**src/rtl/stopwatch_ctrl.sv**
```systemverilog
// stopwatch_ctrl: debounced RUN/PAUSED/ADJUST mode controller emitting clock-enable pulses
module stopwatch_ctrl #(
  parameter int CLK_HZ    = 100_000_000,
  parameter int DIV_1HZ   = 100_000_000,
  parameter int DIV_2HZ   = 50_000_000,
  parameter int DB_CYCLES = 1_000_000
) (
  input  logic clk,
  input  logic rst_n,
  input  logic btn_pause,
  input  logic btn_reset,
  input  logic sw_adj,
  input  logic sw_sel,
  output logic count_en,
  output logic adj_en,
  output logic adj_sel,
  output logic clr,
  output logic paused,
  output logic adjusting,
  output logic blink
);
  localparam int DW = $clog2(DB_CYCLES);
  localparam int W1 = $clog2(DIV_1HZ);
  localparam int W2 = $clog2(DIV_2HZ);
  localparam logic [DW-1:0] DB_MAX = DW'(DB_CYCLES - 1);
  localparam logic [W1-1:0] P1_MAX = W1'(DIV_1HZ - 1);
  localparam logic [W2-1:0] P2_MAX = W2'(DIV_2HZ - 1);
  if (DIV_1HZ < 2 || DIV_2HZ < 2 || DB_CYCLES < 2 || CLK_HZ < 1) begin : g_bad_param
    $error("stopwatch_ctrl: invalid parameter");
  end
  typedef enum logic [1:0] {RUN, PAUSED, ADJUST} state_t;
  state_t st_q, st_d, ret_q, ret_d;
  logic [3:0] s1_q, s2_q;
  logic [1:0][DW-1:0] cnt_q, cnt_d;
  logic [1:0] db_q, db_d, dbd_q, prs_q;
  logic adj_q, rp, pp, a2;
  logic [W1-1:0] p1_q, p1_d;
  logic [W2-1:0] p2_q, p2_d;
  always_comb begin
    db_d = db_q;
    cnt_d = '0;
    for (int i = 0; i < 2; i++) begin
      if (s2_q[i] != db_q[i]) begin
        cnt_d[i] = (cnt_q[i] == DB_MAX) ? '0 : cnt_q[i] + 1'b1;
        db_d[i] = (cnt_q[i] == DB_MAX) ? s2_q[i] : db_q[i];
      end
    end
  end
  assign rp = prs_q[1];
  assign pp = prs_q[0];
  // a reset press masks both the adjust switch and the pause press for this cycle
  always_comb begin
    st_d = st_q;
    ret_d = ret_q;
    if (!rp && st_q == ADJUST && !adj_q) st_d = ret_q;
    else if (!rp && st_q != ADJUST && adj_q) begin
      st_d = ADJUST;
      ret_d = st_q;
    end else if (!rp && st_q != ADJUST && pp) st_d = (st_q == RUN) ? PAUSED : RUN;
  end
  assign a2 = !rp && st_q == ADJUST;
  assign p1_d = rp ? '0 : (st_q != RUN) ? p1_q : (p1_q == P1_MAX) ? '0 : p1_q + 1'b1;
  assign p2_d = (!a2 || st_d != ADJUST || p2_q == P2_MAX) ? '0 : p2_q + 1'b1;
  always_ff @(posedge clk) begin
    if (!rst_n) begin
      s1_q <= '0;
      s2_q <= '0;
      cnt_q <= '0;
      db_q <= '0;
      dbd_q <= '0;
      prs_q <= '0;
      adj_q <= 1'b0;
      st_q <= RUN;
      ret_q <= RUN;
      p1_q <= '0;
      p2_q <= '0;
      count_en <= 1'b0;
      adj_en <= 1'b0;
      clr <= 1'b0;
      paused <= 1'b0;
      adjusting <= 1'b0;
      blink <= 1'b0;
    end else begin
      s1_q <= {sw_sel, sw_adj, btn_reset, btn_pause};
      s2_q <= s1_q;
      cnt_q <= cnt_d;
      db_q <= db_d;
      dbd_q <= db_q;
      prs_q <= db_q & ~dbd_q;
      adj_q <= s2_q[2];
      st_q <= st_d;
      ret_q <= ret_d;
      p1_q <= p1_d;
      p2_q <= p2_d;
      count_en <= !rp && st_q == RUN && p1_q == P1_MAX;
      adj_en <= a2 && p2_q == P2_MAX;
      clr <= rp;
      paused <= st_d == PAUSED;
      adjusting <= st_d == ADJUST;
      blink <= !rp && st_d == ADJUST && (blink ^ (a2 && p2_q == P2_MAX));
    end
  end
  assign adj_sel = s2_q[3];
endmodule

```
**config.mk**
```make
export PLATFORM = sky130hd
export DESIGN_NAME = stopwatch_ctrl
export DESIGN_NICKNAME = d
export VERILOG_FILES = /design/src/rtl/stopwatch_ctrl.sv
export SDC_FILE = /design/constraint.sdc
export NUM_CORES = 1
export LEC_CHECK = 0
export BUFFER_PORTS_ARGS = -buffer_cell sky130_fd_sc_hd__buf_2
export CELL_PAD_IN_SITES_DETAIL_PLACEMENT = 0
export CELL_PAD_IN_SITES_GLOBAL_PLACEMENT = 1
export CORE_UTILIZATION = 45
export DETAILED_ROUTE_END_ITERATION = 12
export GPL_TIMING_DRIVEN = 0
export HOLD_SLACK_MARGIN = 0.02
export PLACE_DENSITY_LB_ADDON = 0.08
export SKIP_CTS_REPAIR_TIMING = 1
export SLEW_MARGIN = 20
export SYNTH_ARGS = -nofsm -noshare
export SYNTH_HDL_FRONTEND = slang
export SYNTH_SLANG_ARGS = --single-unit
```
**constraint.sdc**
```tcl
create_clock -name clk -period 2.5 [get_ports clk]
set_clock_uncertainty 0.1 [all_clocks]
set_input_delay 0.125 -clock clk [delete_from_list [all_inputs] [get_ports clk]]
set_output_delay 0.125 -clock clk [all_outputs]
set_load 0.005 [all_outputs]
```
# Word-level counts from Yosys, hierarchy flattened
# Cells that the tools add are included.
# classes
n_addsub	4
n_eq_ne	11
muxes	5
bitwise_logic	7
n_reduce_logical	24
# op_table
cell	n
adder 20 x 1 -> 20 bit (second input constant)	2
equality test 20 bit (second input constant)	2
adder 27 x 1 -> 27 bit (second input constant)	1
equality test 27 bit (second input constant)	1
2-to-1 mux 27 bit	1
adder 26 x 1 -> 26 bit (second input constant)	1
equality test 26 bit (second input constant)	1
logical AND 1 bit	10
2-to-1 mux 2 bit	3
AND reduction 2 bit	3
OR reduction 3 bit	2
equality test 2 bit (second input constant)	2
inequality test 2 bit (second input constant)	2
inverter 1 bit	4
OR reduction 2 bit	2
zero test 1 bit	3
bitwise AND 2 bit	1
equality test 2 x 1 -> 1 bit (second input constant)	1
zero test 2 bit	1
logical OR 1 bit	2
inequality test 1 bit	2
inverter 2 bit	1
nonzero test 2 bit	1
2-to-1 mux 1 bit	1
bitwise XOR 1 bit	1
# totals
reg_bits	118
output_inout_bits	7
wordCells	70

# Logic depth before layout (Yosys ltp)
# logic_depth
depth_word	10
ltp_mapped	7
ltp_nobuf	5

# Least setup slack after synthesis
# OpenSTA, ideal clock, no wires.
# synth_timing
path_kind	flip-flop to flip-flop
start	register p1_q[0]
end	register p1_q[20]
setup_time_ns	0.070
t_arrival_ns	2.048
setup_slack_ns	0.282
path_stages_with_launch	7
period_less_slack_ns	2.218
path_cell_list	dfxtp_1 -> ha_1 -> or3b_1 -> or4_1 -> buf_2 -> or4_1 -> a21oi_1
# synth_between
elab_chain_cells	2
# synth_rtl
element	line	text
start, declared	37	logic [W1-1:0] p1_q, p1_d;
start signal, assigned	93	p1_q <= p1_d;
adder 27 x 1 -> 27 bit or equality test 27 bit (tied branches)	62	assign p1_d = rp ? '0 : (st_q != RUN) ? p1_q : (p1_q == P1_MAX) ? '0 : p1_q + 1'b1;
2-to-1 mux 27 bit *	62	
# Mark *: on every way between the ends. The rest lies on a longest branch, timed or not.
# A chain may end at the register's enable or synchronous reset.

# Worst setup path in the final report
# layout_timing
start	register p1_q[1]
end	register p1_q[20]
# The elaborated chain is that of the path after synthesis.

==> reports/results.txt <==
GRT Overall Usage: 0.201
Layout Nets: 634
Layout overhead on the synthesized area: 17.4%
Kind of cell with the highest combined delay on the critical path: simple AND/OR/NAND/NOR gates
Final hold violations: 0
Yosys top cell by area: dfxtp_1
Critical path class: reg -> reg
CTS Sinks: 118
Post-DP HPWL: 7.41 mm
CP bufs+invs: 1
Crit path launch type: flop
Post-Syn Area: 0.00521 sq mm
Die height: 110 um
Status: finished, final reports clean
Antenna diodes: 0
Worst endpoint required time: 2.74 ns
WL final: 11.0 mm
Commonest non-fill, non-tap cells in the layout: 117 x dfxtp_1, 39 x nor2_1, 36 x nand3_1, 36 x nand2_1, 36 x a21oi_1
Crit path depth: 6
Syn_nets: 600
CP Data Arrival Time: 2.62 ns
Pre-Repair DR Iteration Count: 4
DRC Markers: 0
Area share of the largest cell type after synthesis: 0.453
Worst Reg-to-Reg Cells: 6
CTS max path bufs: 2
Buffers on Ports: 11
Peak supply drop: 0.000564 V
Util after Layout: 0.552
CP startpoint: p1_q[1]
Max Transition Viols Final: 0
Htree depth: 4
Crit end category: flop
Worst skew pair latency: 0.42 ns
Normalized max-slew margin: 0.626
Pwr Density: 722 mW/mm^2
Std cell rows: 38
Flop-to-flop setup slack: 0.13 ns
Crit-path slowest cell: or4_1
Multi-input logic area: 0.00270 sq mm
Worst-path maximum fanout: 8
CTS tree: done
Achievable Freq: 0.421 GHz
Leading cell type in the layout, fill and taps excluded: dfxtp_1
Mapped Cells: 590
CP endpoint: p1_q[20]
R2r startpoint: p1_q[1]
Tcrit/Tclk final: 0.950
Max_cap viols: 0
EDFF count, synth: 0
Setup violations, final: 0
Fraction of layout cells with a size suffix above 1: 0.0989
Die Wd: 110 um
Routability congestion estimate: 0.779
Vias: 4409
Core ar.: 0.0111 sq mm
RR Endpoint: p1_q[20]
Worst slack, placed: -0.239 ns
Distinct cells, synth: 45
CP Cell Sequence: ha_1 -> or3b_4 -> or4_1 -> buf_4 -> or4_1 -> a21oi_1
Die ar.: 0.0120 sq mm
Via density: 5.67
DR WL/cell: 14.2 um
Top FF cell, synth: dfxtp_1
Num CTS Buffers: 17
Clock transition at path regs: 0.06 ns
IO Pins: 13
Synth async-reset ratio: 0
Hold Crit Class: in -> reg
Cells after DPL: 741
Avg Cell Area, Syn: 8.83 sq um
Leakage: 1.96 nW
Largest net degree at the start of global routing: 17
ANT nets after route: 0
Sequential area share after synthesis: 0.453
Minimum clock period: 2.37 ns
Number of global-route vias before repair: 4034
Initial antenna violation count: 0
Layout fillers: 1015
DRT iter0 DRCs: 223
Global-route wire length before repair: 18.7 mm
Final setup TNS: 0 ns
CP max stage delay: 0.50 ns
RSZ-0062 raised after global routing: false
CP dominant cell by count: or4_1
Final worst slack: 0.126 ns
Synthesized flop and latch total: 118
Non-Filler Instances: 777
Synthesis Warnings: 0
Worst Max-Slew Pin Slew: 0.559 ns
Register area: 0.00236 sq mm
Synth area leaders: dfxtp_1 45%, xor2_1 5.4%, a21oi_1 3.5%, nand3_1 3.5%, or4_1 3.3%
Clk root buf: clkbuf_16
Global route overflow: 0
Initial Utilization: 0.470
cells by family after synthesis:
| group | synth area share |
|---|---|
| compound gates | 0.127 |
| xor+xnor | 0.0740 |
| fa+ha+maj | 0.00961 |
| buf+inv | 0.0329 |
| flops | 0.453 |
| mux | 0.00216 |
| simple gates | 0.301 |
where the power goes:
group / switching (W) / internal, W / leakage [nW]
clock network: 0.000915 / 0.00153 / 0.282
logic: 0.0000403 / 0.0000276 / 0.724
registers: 0.00000925 / 0.00190 / 0.953
stage by stage:
stage	area [sq um]	hold WS [ns]	power, W
6_report	6120	0.0345	0.00441
3_5_place_dp	5440	0.235	0.00201
4_1_cts	6040	-0.204	0.00446
5_1_grt	6120	0.102	0.00455
3_3_place_gp	5440	0.229	0.00201
2_1_floorplan	5210	0.152	0.00199
registers in the layout, summed over array words and instances, names as in the netlist, 2 cells and up:
register	flops
db_q	2
cnt_q	40
ret_q	2
p1_q	27
dbd_q	2
s2_q	4
s1_q	4
p2_q	26
prs_q	2
st_q	2
worst reg2reg max path, delay by kind of cell, from the launching register on:
family          cells  cell delay [ns]
compound gates      1             0.15
fa+ha+maj           1             0.16
buf+inv             1             0.18
flops               1             0.35
simple gates        3             1.37
how the worst min path moves through the flow:
stage	startpoint	end	slack (ns)	cells past startpoint
final	rst_n	cnt_q[22]	0.03	2
after global routing	rst_n	cnt_q[22]	0.10	2
after CTS	sw_sel	s1_q[3]	-0.20	2
after detailed placement	sw_sel	s1_q[3]	0.24	2
after global placement	sw_sel	s1_q[3]	0.23	2
after floorplan	btn_pause	s1_q[0]	0.15	1
layout make-up:
| class | count | area share |
|---|---|---|
| Clock buffer | 19 | 0.0740 |
| Clock inverter | 13 | 0.0241 |
| Inverter | 18 | 0.0110 |
| Tap cell | 140 | 0.0286 |
| Multi-Input combinational cell | 429 | 0.441 |
| Sequential cell | 118 | 0.386 |
| Timing Repair Buffer | 16 | 0.0168 |
| Buffer | 24 | 0.0178 |
synth_stat cells, types with 3 or more instances:
cell and count:
xnor2_1 12, nand4_1 25, o31ai_1 21, inv_1 18, nand2_1 36, xor2_1 32
ha_1 4, nor3b_1 5, nor4_1 4, o41ai_1 3, dfxtp_1 118, nor2b_1 4
nand3_1 36, or3_1 24, or4_1 23, and3_1 11, clkbuf_1 22, a211oi_1 14
nor2_1 39, and4_1 16, o21ai_0 23, a21oi_1 36, nor3_1 17, and2_1 18
nor4b_1 5
routing by layer:
layer | up-vias | track usage | routed length, um
met4 | 0 | 0.0876 | 102
met5 | - | 0 | 0
met3 | 8 | 0.0581 | 324
met1 | 2096 | 0.265 | 5630
met2 | 45 | 0.305 | 4980
li1 | 2260 | - | -
Note: power is estimated with default switching activity, not from simulation.
